--- config.mk ---
export PLATFORM = sky130hd
export DESIGN_NAME = spi_wb_master
export DESIGN_NICKNAME = d
export VERILOG_FILES = /design/src/rtl/spi_wb_pkg.sv /design/src/rtl/spi_slave_phy.sv /design/src/rtl/spi_wb_master.sv
export SDC_FILE = /design/constraint.sdc
export NUM_CORES = 1
export LEC_CHECK = 0
export ABC_AREA = 1
export BUFFER_PORTS_ARGS = -buffer_cell sky130_fd_sc_hd__buf_2
export CORE_AREA = 5 5 116 118
export CTS_BUF_LIST = sky130_fd_sc_hd__clkbuf_4 sky130_fd_sc_hd__clkbuf_8 sky130_fd_sc_hd__clkbuf_16
export CTS_CLUSTER_DIAMETER = 30
export DETAILED_ROUTE_END_ITERATION = 6
export DIE_AREA = 0 0 121 123
export PLACE_DENSITY = 0.4
export SYNTH_ARGS = -nofsm -noshare
export SYNTH_HDL_FRONTEND = slang
export SYNTH_SLANG_ARGS = --single-unit
--- constraint.sdc ---
create_clock -name clk -period 2.8 [get_ports clk]
set_clock_uncertainty 0.1 [all_clocks]
set_input_delay 0.28 -clock clk [delete_from_list [all_inputs] [get_ports clk]]
set_output_delay 0.28 -clock clk [all_outputs]
set_load 0.02 [all_outputs]
--- src/rtl/spi_wb_pkg.sv ---
// Shared constants and FSM encoding for the SPI-slave to Wishbone-master bridge.
package spi_wb_pkg;
  localparam int         CMD_WRITE_BIT = 7;
  localparam logic [7:0] DUMMY_BYTE    = 8'h00;

  typedef enum logic [2:0] {
    IDLE,
    CMD,
    WDATA,
    RDUMMY,
    RDATA
  } state_e;
endpackage

--- src/rtl/spi_slave_phy.sv ---
// SPI mode-0 slave front end: input synchronizers, edge detect, rx/tx shifters, bit counter.
module spi_slave_phy (
  input  logic       clk,
  input  logic       rst_n,
  input  logic       spi_sck,
  input  logic       spi_csn,
  input  logic       spi_sdi,
  output logic       spi_sdo,
  output logic [7:0] rx_byte,
  output logic       rx_valid,
  output logic       frame_start,
  output logic       frame_end,
  input  logic [7:0] tx_byte,
  input  logic       tx_load
);
  // [0],[1] are the synchronizer stages, [2] holds the previous synced value
  logic [2:0] sck_q, sck_d, csn_q, csn_d;
  logic [1:0] sdi_q, sdi_d;
  logic [2:0] bit_cnt_q, bit_cnt_d;
  logic [7:0] rx_sr_q, rx_sr_d, rx_byte_q, rx_byte_d, tx_sr_q, tx_sr_d;
  logic       rx_valid_q, rx_valid_d, fstart_q, fstart_d, fend_q, fend_d;
  logic       sck_rise, sck_fall, in_frame;

  always_comb begin
    sck_d      = {sck_q[1:0], spi_sck};
    csn_d      = {csn_q[1:0], spi_csn};
    sdi_d      = {sdi_q[0], spi_sdi};
    sck_rise   = sck_q[1] & ~sck_q[2];
    sck_fall   = ~sck_q[1] & sck_q[2];
    // Uses the previous csn so an edge coinciding with csn rising still counts.
    in_frame   = ~csn_q[2];
    fstart_d   = ~csn_q[1] & csn_q[2];
    fend_d     = csn_q[1] & ~csn_q[2];
    bit_cnt_d  = bit_cnt_q;
    rx_sr_d    = rx_sr_q;
    rx_byte_d  = rx_byte_q;
    rx_valid_d = 1'b0;
    tx_sr_d    = tx_sr_q;

    if (fstart_d) begin
      bit_cnt_d = '0;
      rx_sr_d   = '0;
    end else if (in_frame && sck_rise) begin
      rx_sr_d   = {rx_sr_q[6:0], sdi_q[1]};
      bit_cnt_d = bit_cnt_q + 3'd1;
      if (bit_cnt_q == 3'd7) begin
        rx_valid_d = 1'b1;
        rx_byte_d  = {rx_sr_q[6:0], sdi_q[1]};
      end
    end

    // The fall right after a byte boundary (count back at 0) must not shift,
    // otherwise the freshly loaded MSB would be lost before the master samples it.
    if (fstart_d)
      tx_sr_d = '0;
    else if (tx_load)
      tx_sr_d = tx_byte;
    else if (in_frame && sck_fall && bit_cnt_q != 3'd0)
      tx_sr_d = {tx_sr_q[6:0], 1'b0};
  end

  always_ff @(posedge clk or negedge rst_n) begin
    if (!rst_n) begin
      sck_q      <= 3'b000;
      csn_q      <= 3'b111;
      sdi_q      <= 2'b00;
      bit_cnt_q  <= '0;
      rx_sr_q    <= '0;
      rx_byte_q  <= '0;
      tx_sr_q    <= '0;
      rx_valid_q <= 1'b0;
      fstart_q   <= 1'b0;
      fend_q     <= 1'b0;
    end else begin
      sck_q      <= sck_d;
      csn_q      <= csn_d;
      sdi_q      <= sdi_d;
      bit_cnt_q  <= bit_cnt_d;
      rx_sr_q    <= rx_sr_d;
      rx_byte_q  <= rx_byte_d;
      tx_sr_q    <= tx_sr_d;
      rx_valid_q <= rx_valid_d;
      fstart_q   <= fstart_d;
      fend_q     <= fend_d;
    end
  end

  assign rx_byte     = rx_byte_q;
  assign rx_valid    = rx_valid_q;
  assign frame_start = fstart_q;
  assign frame_end   = fend_q;
  assign spi_sdo     = tx_sr_q[7] & ~csn_q[1];
endmodule

--- src/rtl/spi_wb_master.sv ---
// SPI-slave to Wishbone-master bridge: command decode FSM, address counter and
// single-cycle Wishbone B4 classic read/write issue.
module spi_wb_master #(
  parameter int ADDR_W = 7,
  parameter int DATA_W = 8
) (
  input  logic              clk,
  input  logic              rst_n,
  input  logic              spi_sck,
  input  logic              spi_csn,
  input  logic              spi_sdi,
  output logic              spi_sdo,
  output logic              wb_cyc,
  output logic              wb_stb,
  output logic              wb_we,
  output logic [ADDR_W-1:0] wb_adr,
  output logic [DATA_W-1:0] wb_dat_o,
  input  logic [DATA_W-1:0] wb_dat_i,
  input  logic              wb_ack,
  output logic              overrun
);
  import spi_wb_pkg::*;

  state_e            state_q, state_d;
  logic [ADDR_W-1:0] addr_q, addr_d, adr_q, adr_d, addr_cur;
  logic [DATA_W-1:0] dat_q, dat_d, rbuf_q, rbuf_d, rd_now;
  logic              cyc_q, cyc_d, we_q, we_d, ovr_q, ovr_d;
  logic              ack_now, pending;
  logic [7:0]        rx_byte, tx_byte;
  logic              rx_valid, frame_start, frame_end, tx_load;

  spi_slave_phy u_phy (
    .clk        (clk),
    .rst_n      (rst_n),
    .spi_sck    (spi_sck),
    .spi_csn    (spi_csn),
    .spi_sdi    (spi_sdi),
    .spi_sdo    (spi_sdo),
    .rx_byte    (rx_byte),
    .rx_valid   (rx_valid),
    .frame_start(frame_start),
    .frame_end  (frame_end),
    .tx_byte    (tx_byte),
    .tx_load    (tx_load)
  );

  always_comb begin
    // An ack sampled this clk completes the cycle, so a byte boundary in the
    // same clk is not an overrun and sees the post-increment address / read data.
    ack_now  = cyc_q & wb_ack;
    pending  = cyc_q & ~wb_ack;
    addr_cur = ack_now ? addr_q + ADDR_W'(1) : addr_q;
    rd_now   = (ack_now & ~we_q) ? wb_dat_i : rbuf_q;

    state_d  = state_q;
    addr_d   = addr_cur;
    cyc_d    = pending;
    we_d     = we_q;
    adr_d    = adr_q;
    dat_d    = dat_q;
    rbuf_d   = rd_now;
    ovr_d    = 1'b0;
    tx_load  = 1'b0;
    tx_byte  = DUMMY_BYTE;

    if (rx_valid) begin
      case (state_q)
        CMD: begin
          addr_d = rx_byte[ADDR_W-1:0];
          if (rx_byte[CMD_WRITE_BIT]) begin
            state_d = WDATA;
          end else begin
            state_d = RDUMMY;
            tx_load = 1'b1;
            if (pending) begin
              ovr_d = 1'b1;
            end else begin
              cyc_d = 1'b1;
              we_d  = 1'b0;
              adr_d = rx_byte[ADDR_W-1:0];
            end
          end
        end
        WDATA: begin
          if (pending) begin
            ovr_d = 1'b1;
          end else begin
            cyc_d = 1'b1;
            we_d  = 1'b1;
            adr_d = addr_cur;
            dat_d = rx_byte;
          end
        end
        RDUMMY, RDATA: begin
          state_d = RDATA;
          tx_load = 1'b1;
          if (pending) begin
            ovr_d = 1'b1;
          end else begin
            tx_byte = rd_now;
            cyc_d   = 1'b1;
            we_d    = 1'b0;
            adr_d   = addr_cur;
          end
        end
        default: ;
      endcase
    end

    if (frame_end)
      state_d = IDLE;
    else if (frame_start)
      state_d = CMD;
  end

  always_ff @(posedge clk or negedge rst_n) begin
    if (!rst_n) begin
      state_q <= IDLE;
      addr_q  <= '0;
      adr_q   <= '0;
      dat_q   <= '0;
      rbuf_q  <= '0;
      cyc_q   <= 1'b0;
      we_q    <= 1'b0;
      ovr_q   <= 1'b0;
    end else begin
      state_q <= state_d;
      addr_q  <= addr_d;
      adr_q   <= adr_d;
      dat_q   <= dat_d;
      rbuf_q  <= rbuf_d;
      cyc_q   <= cyc_d;
      we_q    <= we_d;
      ovr_q   <= ovr_d;
    end
  end

  assign wb_cyc   = cyc_q;
  assign wb_stb   = cyc_q;
  assign wb_we    = we_q;
  assign wb_adr   = adr_q;
  assign wb_dat_o = dat_q;
  assign overrun  = ovr_q;
endmodule
# == After elaboration in Yosys (flattened, before gate mapping) ==
# Cells that the tools add are included.
# op_classes
n_addsub,2
n_eq_ne,9
mux,40
bitwise,16
n_reduce_logical,17
# op_table
cell,count
two-way mux 7 bit,8
two-way mux 8 bit,7
two-way mux 3 bit,5
two-way mux 1 bit,14
case mux 7 bit (2 select lines),1
nonzero test 3 bit,4
AND 1 bit,8
inequality test 2 bit (second input constant),4
NOT 1 bit,8
adder 7 x 1 -> 7 bit (second input constant),1
equality test 3 x 2 -> 1 bit (second input constant),2
equality test 3 bit (second input constant),2
case mux 1 bit (2 select lines),3
case mux 3 bit (2 select lines),1
AND reduction 3 bit,2
AND reduction 5 bit,1
AND reduction 4 bit,1
nonzero test 2 bit,2
nonzero test 4 bit,1
adder 3 x 1 -> 3 bit (second input constant),1
equality test 3 x 1 -> 1 bit (second input constant),1
logical AND 1 bit,3
case mux 1 bit (3 select lines),1
OR reduction 3 bit,1
2 further kinds,2
# totals
reg_bits,73
in_bits,14
out_inout_bits,20
word_cells,102

# == Depth between registers and ports, before layout ==
# Gate-level depths: netlist (run 1).
# depth
ltp_word,8
depth_mapped,9

# == By module ==
# Synthesis (run 1) repeated with hierarchy kept, for this count alone.
# hier_totals
cells_unflattened,400
area_unflattened_um2,3372.0
# modules_own_cells
module,n_inst,cells_each,area_each_um2,seq_area_each_um2
spi_wb_master,1,246,1825.5,900.9
spi_slave_phy,1,154,1546.5,929.6

# == Worst setup path before layout (run 1) ==
# No wires, ideal clock.
# synth_timing
path_kind,flip-flop to flip-flop
start,"register cyc_q, in the netlist wb_cyc"
end,"register adr_q[4], in the netlist wb_adr[4]"
setup_time_ns,0.117
arrival_time_ns,1.265
setup_slack_ns,1.317
stages_incl_launch_ff,8
cell_sequence,dfrtp_1 -> nand2_1 -> nor2_1 -> inv_1 -> o21ai_0 -> nand3_1 -> nand3_1 -> nand2_1
# synth_between
elab_chain_len,4
elab_cells_between_ends,8
# synth_rtl
item,line,rtl
from (decl),spi_wb_master.sv:27,"logic cyc_q, cyc_d, we_q, we_d, ovr_q, ovr_d;"
from (signal assigned),spi_wb_master.sv:132,cyc_q <= cyc_d;
AND 1 bit,spi_wb_master.sv:50,ack_now = cyc_q & wb_ack;
two-way mux 7 bit,spi_wb_master.sv:52,addr_cur = ack_now ? addr_q + ADDR_W'(1) : addr_q;
two-way mux 7 bit,"spi_wb_master.sv:85, spi_wb_master.sv:97",
case mux 7 bit (2 select lines),spi_wb_master.sv:67,case (state_q)
to (signal assigned),spi_wb_master.sv:129,adr_q <= adr_d;
to (decl),spi_wb_master.sv:25,"logic [ADDR_W-1:0] addr_q, addr_d, adr_q, adr_d, addr_cur;"
# Several ways; a longest one is shown, not always the timed one. The select of a mux whose other input is x is not followed.
# A chain may end at the register's enable or synchronous reset.

# == Final worst setup path (run 1) ==
# layout_timing
start,register state_q[1]
end,"register we_q, in the netlist wb_we"
# layout_between
elab_chain_len,4
elab_cells_between_ends,10
# layout_rtl
item,line,rtl
from (decl),spi_wb_master.sv:24,"state_e state_q, state_d;"
from (signal assigned),spi_wb_master.sv:127,state_q <= state_d;
equality test 3 x 2 -> 1 bit or equality test 3 bit (tied branches),spi_wb_master.sv:67,
OR reduction 2 bit,spi_wb_master.sv:67,
nonzero test 3 bit (no source line),n/a,
AND reduction 4 bit (no source line),n/a,
to (signal assigned),spi_wb_master.sv:133,we_q <= we_d;
to (decl),spi_wb_master.sv:27,
# Several ways; a longest one is shown, not always the timed one.

==> results_dict.tcl, run 1 <==
set metrics [dict create \
    cts_tree "done" \
    syn_area_um2 3230 \
    rsz0062_at_grt "no" \
    powerDensity_nw_per_um2 600 \
    fin_crit_sh_pct 61.6 \
    cpMaxStageDelayCell "dfrtp_1" \
    slew_headroom_pct 38.1 \
    port_buffers 33 \
    yosys.area_share.simple_pct 26.4 \
    synthAdderAreaFrac_pct 1.55 \
    num-nets-final 432 \
    synthFlopType "dfrtp_1" \
    criticalPathCategory "reg -> reg" \
    status "complete, but fails checks" \
    grt_pass1_vias 2389 \
    synth_nets 391 \
    fin_crit_ns 1.72 \
    synth_compound_area_share_pct 8.14 \
    p_int_mw 1.79 \
    antenna_found_initial 0 \
    postSynthCellCount 373 \
    wl_per_cell_um 11.8 \
    power.leakage_nw 2.03 \
    synth.avg_cell_area_um2 8.65 \
    finalMaxSlewViolations 0 \
    seqPwrFrac_pct 47.9 \
    worst-path-max-fanout 12 \
    yosysTopAreaCellShare_pct 54.3 \
    routed_wl_mm 6.99 \
    cts.sinks 73 \
    seq_area_frac_synth_pct 56.7 \
    setup_violations 0 \
    cp.buffers_inverters 2 \
    cts_root_buf "clkbuf_16" \
    critical-path-top-cell-by-count "nand2_1" \
    violations "negative hold slack" \
    pin_count 34 \
    route.detailed.drc 0 \
    clkPwrFrac_pct 46.7 \
    synth_largest_area_cell "dfrtp_1" \
    async_flop_share_pct 100 \
    initial_core_util_pct 26.1 \
    insertion_delay_ns 0.33 \
    synth_seq_cells 73 \
    worstPathArrival_ns 1.83 \
    drive_gt1_share_pct 18.4 \
    placed_cell_area_um2 3570 \
    die_area_um2 14900 \
    tightest_slew_ns 0.928 \
    area_delta_synth_final_pct 20.4 \
    comb_power_share_pct 5.4 \
    antenna_left 0 \
    hold_viol 6 \
    avgViaCountPerCell 4.05 \
    netlist_top_cells_count "141 x nand2_1, 70 x dfrtp_1, 46 x inv_1" \
    via_count 2393 \
    path_clk_slew_ns 0.06 \
    drv_cap 0 \
    net-switching-power_uw 538 \
    synth_edf_count 0 \
    diodes 0 \
    cts_buffers 9 \
    overflow 0 \
    rows 41 \
    crit_family "simple AND/OR/NAND/NOR gates" \
    finalSetupTns_ns 0 \
    swShare_pct 23.1 \
    ctsHtreeMaxLevel 3 \
    firstDrtPassIters 4 \
    synthMuxAreaShare_pct 0 \
    grt_max_degree 74 \
    dp_hpwl_mm 4.92 \
    stdcell_area_um2 3890 \
    routabilityCongestion 0.764 \
    hp-class "in -> async" \
    hold_ws_ns -0.00645 \
    drtIter0Drc 120 \
    yosysMostFrequentCell "nand2_1" \
    cp_data_required_time_ns 2.90 \
    synthTopCellsByArea "dfrtp_1 54%, nand2_1 16%, inv_1 5.4%, nand3_1 3.4%, o21ai_0 2.9%" \
    peakVddDrop_v 0.000278 \
    grt_pass1_wl_mm 12.1 \
    path_cells "inv_2, nand2_1, o21ai_2, nor2_1, nor2_4, inv_2, nand2_1, nand2_1" \
    core_area_um2 12400 \
    fill_cells 1313 \
    ys_warn_count 0 \
    start_kind "flop" \
    synth-xor-area-share_pct 0 \
    post-cts-setup-buffer-count 0 \
    grtUsageTotal_pct 10.4 \
    dieWidth_um 121 \
    clockBufferDepth 2 \
    dieHeight_um 123 \
    synth_top_family_by_area "simple AND/OR/NAND/NOR gates" \
    clock.fmax_mhz 580 \
    critPathCaptureType "flop" \
    critPathMaxStageDelay_ns 0.42 \
    synthDistinctLibCells 30 \
]
==> registers in the layout (all words and copies together) (netlist names), 2 cells and up <==
register	flops
addr_q	7
rbuf_q	8
state_q	3
u_phy.bit_cnt_q	3
u_phy.csn_q	3
u_phy.rx_byte	8
u_phy.rx_sr_q	7
u_phy.sck_q	3
u_phy.sdi_q	2
u_phy.tx_sr_q	8
wb_adr	7
wb_dat_o	8
==> per-layer routing <==
| layer | track usage (%) | vias up | share of wire, % |
|---|---|---|---|
| met3 | 2.88 | 11 | 5.3 |
| met5 | 0 | - | 0 |
| met2 | 14.3 | 42 | 41 |
| li1 | - | 1255 | - |
| met1 | 15.1 | 1085 | 52 |
| met4 | 4.75 | 0 | 2.2 |
==> cell usage in the layout (no fill, tap or decap), types with 4 or more instances in the layout <==
master	instances
nand2_1	141
dfrtp_1	70
o21ai_2	9
ha_1	4
o22ai_1	7
buf_2	32
clkbuf_16	9
o21ai_1	4
o21ai_0	19
nand3_1	22
inv_1	46
nor2_1	17
==> power by group through the flow <==
stage,clock network (mW),logic (mW),registers (mW)
after floorplan,0,0.0744,1.13
after global placement,0,0.126,1.14
after global routing,1.19,0.151,1.12
after detailed placement,0,0.127,1.14
final,1.09,0.126,1.12
after CTS,1.13,0.130,1.12
==> stage by stage <==
step	cells	total power, mW	util (%)	setup slack, ns	hold slack, ns
final	591	2.33	31.4	1.08	-0.00645
after global routing	591	2.46	31.4	0.860	0.0876
after CTS	591	2.38	31.4	1.05	0.0414
after detailed placement	572	1.26	28.9	1.06	0.237
after global placement	572	1.26	28.9	1.10	0.234
after floorplan	373	1.21	-	1.32	-0.116
==> final timing paths <==
kind | startpoint | depth (start not counted) | slack [ns] | to
worst min-delay path | rst_n | 1 | -0.006 | u_phy.sdi_q[1]
worst max-delay path | state_q[1] | 8 | 1.08 | wb_we
min in group clk | wb_dat_i[7] | 3 | 0.08 | rbuf_q[7]
worst min register to register | u_phy.sck_q[0] | 0 | 0.25 | u_phy.sck_q[1]
worst max register to register | state_q[1] | 8 | 1.08 | wb_we
max in group asynchronous | rst_n | 1 | 2.01 | rbuf_q[0]
==> worst reg2reg max path, cell delays in order (launching register included) <==
cell and delay, ns:
dfrtp_1 0.42, inv_2 0.11, nand2_1 0.06, o21ai_2 0.36, nor2_1 0.14, nor2_4 0.19, inv_2 0.11, nand2_1 0.07
nand2_1 0.04
==> cell type report <==
class,count,area [um^2],share of cell area (%)
clock inverter,4,26.3,0.676
inverter,51,193,4.96
clock buffer,12,260,6.70
sequential,73,1830,47.1
timing repair buffer,36,198,5.09
tap,172,215,5.54
multi-input combinational,243,1160,29.9
==> cells by family (layout without fill, tap and decap cells) <==
logic type | count (synthesis) | after routing
AND/OR/NAND/NOR | 196 | 196
flip-flops | 73 | 73
buffers and inverters | 57 | 103
AO/OA/AOI/OAI | 43 | 43
adder cells (fa/ha/maj) | 4 | 4
==> repair_timing <==
action / in CTS / in global routing
hold buffers: 3 / 0
resized for setup: 0 / 0
hold endpoints to repair: 3 / 0
Note: power is estimated with default switching activity, not from simulation.
==> run 2: changes to the inputs <==
--- a/config.mk
+++ b/config.mk
@@ -5,14 +5,14 @@
 export SDC_FILE = /design/constraint.sdc
 export NUM_CORES = 1
 export LEC_CHECK = 0
-export ABC_AREA = 1
+export ABC_AREA = 0
 export BUFFER_PORTS_ARGS = -buffer_cell sky130_fd_sc_hd__buf_2
-export CORE_AREA = 5 5 116 118
+export CORE_AREA = 5 5 115 117
 export CTS_BUF_LIST = sky130_fd_sc_hd__clkbuf_4 sky130_fd_sc_hd__clkbuf_8 sky130_fd_sc_hd__clkbuf_16
 export CTS_CLUSTER_DIAMETER = 30
 export DETAILED_ROUTE_END_ITERATION = 6
-export DIE_AREA = 0 0 121 123
-export PLACE_DENSITY = 0.4
+export DIE_AREA = 0 0 120 122
+export PLACE_DENSITY = 0.41
 export SYNTH_ARGS = -nofsm -noshare
 export SYNTH_HDL_FRONTEND = slang
 export SYNTH_SLANG_ARGS = --single-unit
==> constraint.sdc (replaced) <==
create_clock -name clk -period 1.74 [get_ports clk]
set_clock_uncertainty 0.1 [all_clocks]
set_input_delay 0.174 -clock clk [delete_from_list [all_inputs] [get_ports clk]]
set_output_delay 0.174 -clock clk [all_outputs]
set_load 0.02 [all_outputs]
==> run 2 against run 1 <==
Against the previous run: the run now ends clean; clock-buffer cell count is 1 lower; via count is 6.2% lower; sequential power is 64% higher; first-iteration DRC count is 10% lower; area after synthesis is 0.70% lower; register-to-register slack worse by 0.98 ns; clock power is 110% higher; maximum frequency is 4.9% higher; final cell count is 15% lower; die area is 1.6% lower; highest routed layer unchanged.
==> results_dict.tcl, run 2 <==
set metrics [dict create \
    grt_busiest_layer "met2" \
    synth_seq_cells 73 \
    fin_crit_ns 1.64 \
    dp_slack_ns 0.0396 \
    synthDistinctLibCells 45 \
    hold_ws_ns 0.00423 \
    yosysMostFrequentCell "dfrtp_1" \
    final-instance-count-excl-fill 501 \
    power.leakage_nw 1.96 \
    swShare_pct 20.6 \
    ys_warn_count 0 \
    grt_pass1_vias 2299 \
    antenna_left 0 \
    diodes 0 \
    antenna_found_initial 0 \
    synth_largest_area_cell "dfrtp_1" \
    worst-path-max-fanout 8 \
    hp-class "in -> reg" \
    seqPwrFrac_pct 41.8 \
    clkPwrFrac_pct 51.3 \
    grt_use_met1_pct 13.8 \
    overflow 0 \
    use_met2_pct 15.8 \
    r2r_slack_ns 0.1 \
    core_area_um2 12300 \
    netlist_top_cells_count "70 x dfrtp_1, 31 x nand2_1, 20 x mux2_2" \
    clock.fmax_mhz 608 \
    critPathCaptureType "flop" \
    routed_wl_mm 7.11 \
    routabilityCongestion 0.717 \
    clockBufferDepth 2 \
    cts_root_buf "clkbuf_16" \
    worstPathArrival_ns 1.74 \
    seq_area_frac_synth_pct 57.1 \
    synth.avg_cell_area_um2 11.2 \
    setup_ws_ns 0.0955 \
    drive_gt1_share_pct 32.5 \
    rsz0062_at_grt "no" \
    async_flop_share_pct 100 \
    initial_core_util_pct 26.1 \
    num-nets-final 364 \
    tightest_slew_ns 0.380 \
    firstDrtPassIters 4 \
    final_cell_mix "67 x dfrtp_1, 32 x buf_2, 30 x nand2_1" \
    yosysTopAreaCellShare_pct 54.7 \
    p_int_mw 3.50 \
    die_area_um2 14600 \
    start_kind "flop" \
    syn_area_um2 3200 \
    rows 41 \
    status "completed" \
    grtUsageTotal_pct 10.3 \
    finalMaxSlewViolations 0 \
    pin_count 34 \
    hold_viol 0 \
    cts_tree "done" \
    port_buffers 33 \
    avgViaCountPerCell 4.48 \
    peakVddDrop_v 0.000509 \
    fin_crit_sh_pct 94.5 \
    grt_max_degree 30 \
    ctsHtreeMaxLevel 3 \
    drtIter0Drc 108 \
    synthTopCellsByArea "dfrtp_1 55%, mux2_2 7.0%, nand2_1 3.6%, nand2b_1 2.5%, dfstp_2 2.5%" \
    layout_commonest_cell "dfrtp_1" \
    dp_hpwl_mm 5.09 \
    insertion_delay_ns 0.33 \
    wl_per_cell_um 14.2 \
    setup_violations 0 \
    synthFlopType "dfrtp_1" \
    cp_data_required_time_ns 1.83 \
    route.detailed.drc 0 \
    cts_buffers 9 \
    comb_power_share_pct 6.8 \
    dieWidth_um 120 \
    synth_nets 305 \
    criticalPathCategory "reg -> reg" \
    powerDensity_nw_per_um2 1060 \
    via_count 2245 \
    dieHeight_um 122 \
    grtUsageMet3_pct 2.51 \
    finalSetupTns_ns 0 \
    slew_headroom_pct 74.5 \
    postSynthCellCount 287 \
    area_delta_synth_final_pct 30.2 \
    place_inst 474 \
    drv_cap 0 \
    grt_pass1_wl_mm 11.7 \
    path_clk_slew_ns 0.06 \
    cts.sinks 73 \
    synth_edf_count 0 \
    net-switching-power_uw 906 \
]
run 2: cell count changes after synthesis, moves of 7 or more:
cell	change
nand2_1	-110
inv_1	-33
mux2_2	+20
nand2b_1	+13
o21ai_2	-9
a221oi_1	+8
nand3_1	-8
nor3_1	+8
a21oi_1	+7
o22ai_1	-7
o2bb2ai_1	+7
run 2: kinds of logic after synthesis:
logic type	share of synthesized area, %
buffers and inverters	3.79
muxes	8.12
DFF	57.1
and+or+nand+nor	16.2
adders and majority gates	1.56
xor gates and xnor gates	0.547
AOI/OAI and AO/OA	12.7
run 2: repair_timing:
| action | 4_1_cts | 5_1_grt |
|---|---|---|
| hold endpoints to repair | 35 | 0 |
| buffers inserted | 0 | 2 |
| setup endpoints to repair | 0 | 18 |
| hold buffers | 9 | 0 |
| resized for setup | 0 | 17 |
run 2: layer usage:
layer	up-vias	wire length, um	part of all wire, %
li1	1125	-	-
met1	1083	3530	50
met2	28	3210	45
met3	9	254	3.6
met4	0	112	1.6
met5	-	0	0
run 2: through the flow:
stage	area, um^2	power [mW]	util (%)
after floorplan	3200	2.02	-
after global placement	3620	2.14	29.6
after detailed placement	3620	2.15	29.6
after CTS	4080	4.46	33.3
after global routing	4170	4.58	34.0
final	4170	4.41	34.0
run 2: cell type report:
cell class	count	area, um^2
clock inverter	5	128
tap	150	188
sequential	73	1830
multi-input combinational	188	1320
timing repair buffer	60	405
fill	1260	8090
clock buffer	11	240
inverter	14	52.6
run 2: critical path: stages (launching register included):
cell and delay (ns):
dfrtp_2 0.45, or3b_4 0.45, o21ai_4 0.10, buf_4 0.19, o2bb2ai_1 0.13, a221oi_2 0.09
run 2: power by group through the flow:
stage | logic (mW) | registers, mW | clock network [mW]
after floorplan | 0.167 | 1.85 | 0
after global placement | 0.273 | 1.87 | 0
after detailed placement | 0.277 | 1.87 | 0
after CTS | 0.294 | 1.84 | 2.32
after global routing | 0.345 | 1.85 | 2.38
final | 0.302 | 1.84 | 2.26
run 2: final timing paths:
| path | startpoint | endpoint | depth (start not counted) |
|---|---|---|---|
| max in group asynchronous | rst_n | state_q[2] | 3 |
| min in group asynchronous | rst_n | u_phy.sdi_q[0] | 2 |
| min reg2reg | u_phy.sdi_q[0] | u_phy.sdi_q[1] | 0 |
| min | wb_dat_i[0] | rbuf_q[0] | 2 |
| max | state_q[0] | u_phy.tx_sr_q[6] | 5 |
| max reg2reg | state_q[0] | u_phy.tx_sr_q[6] | 5 |
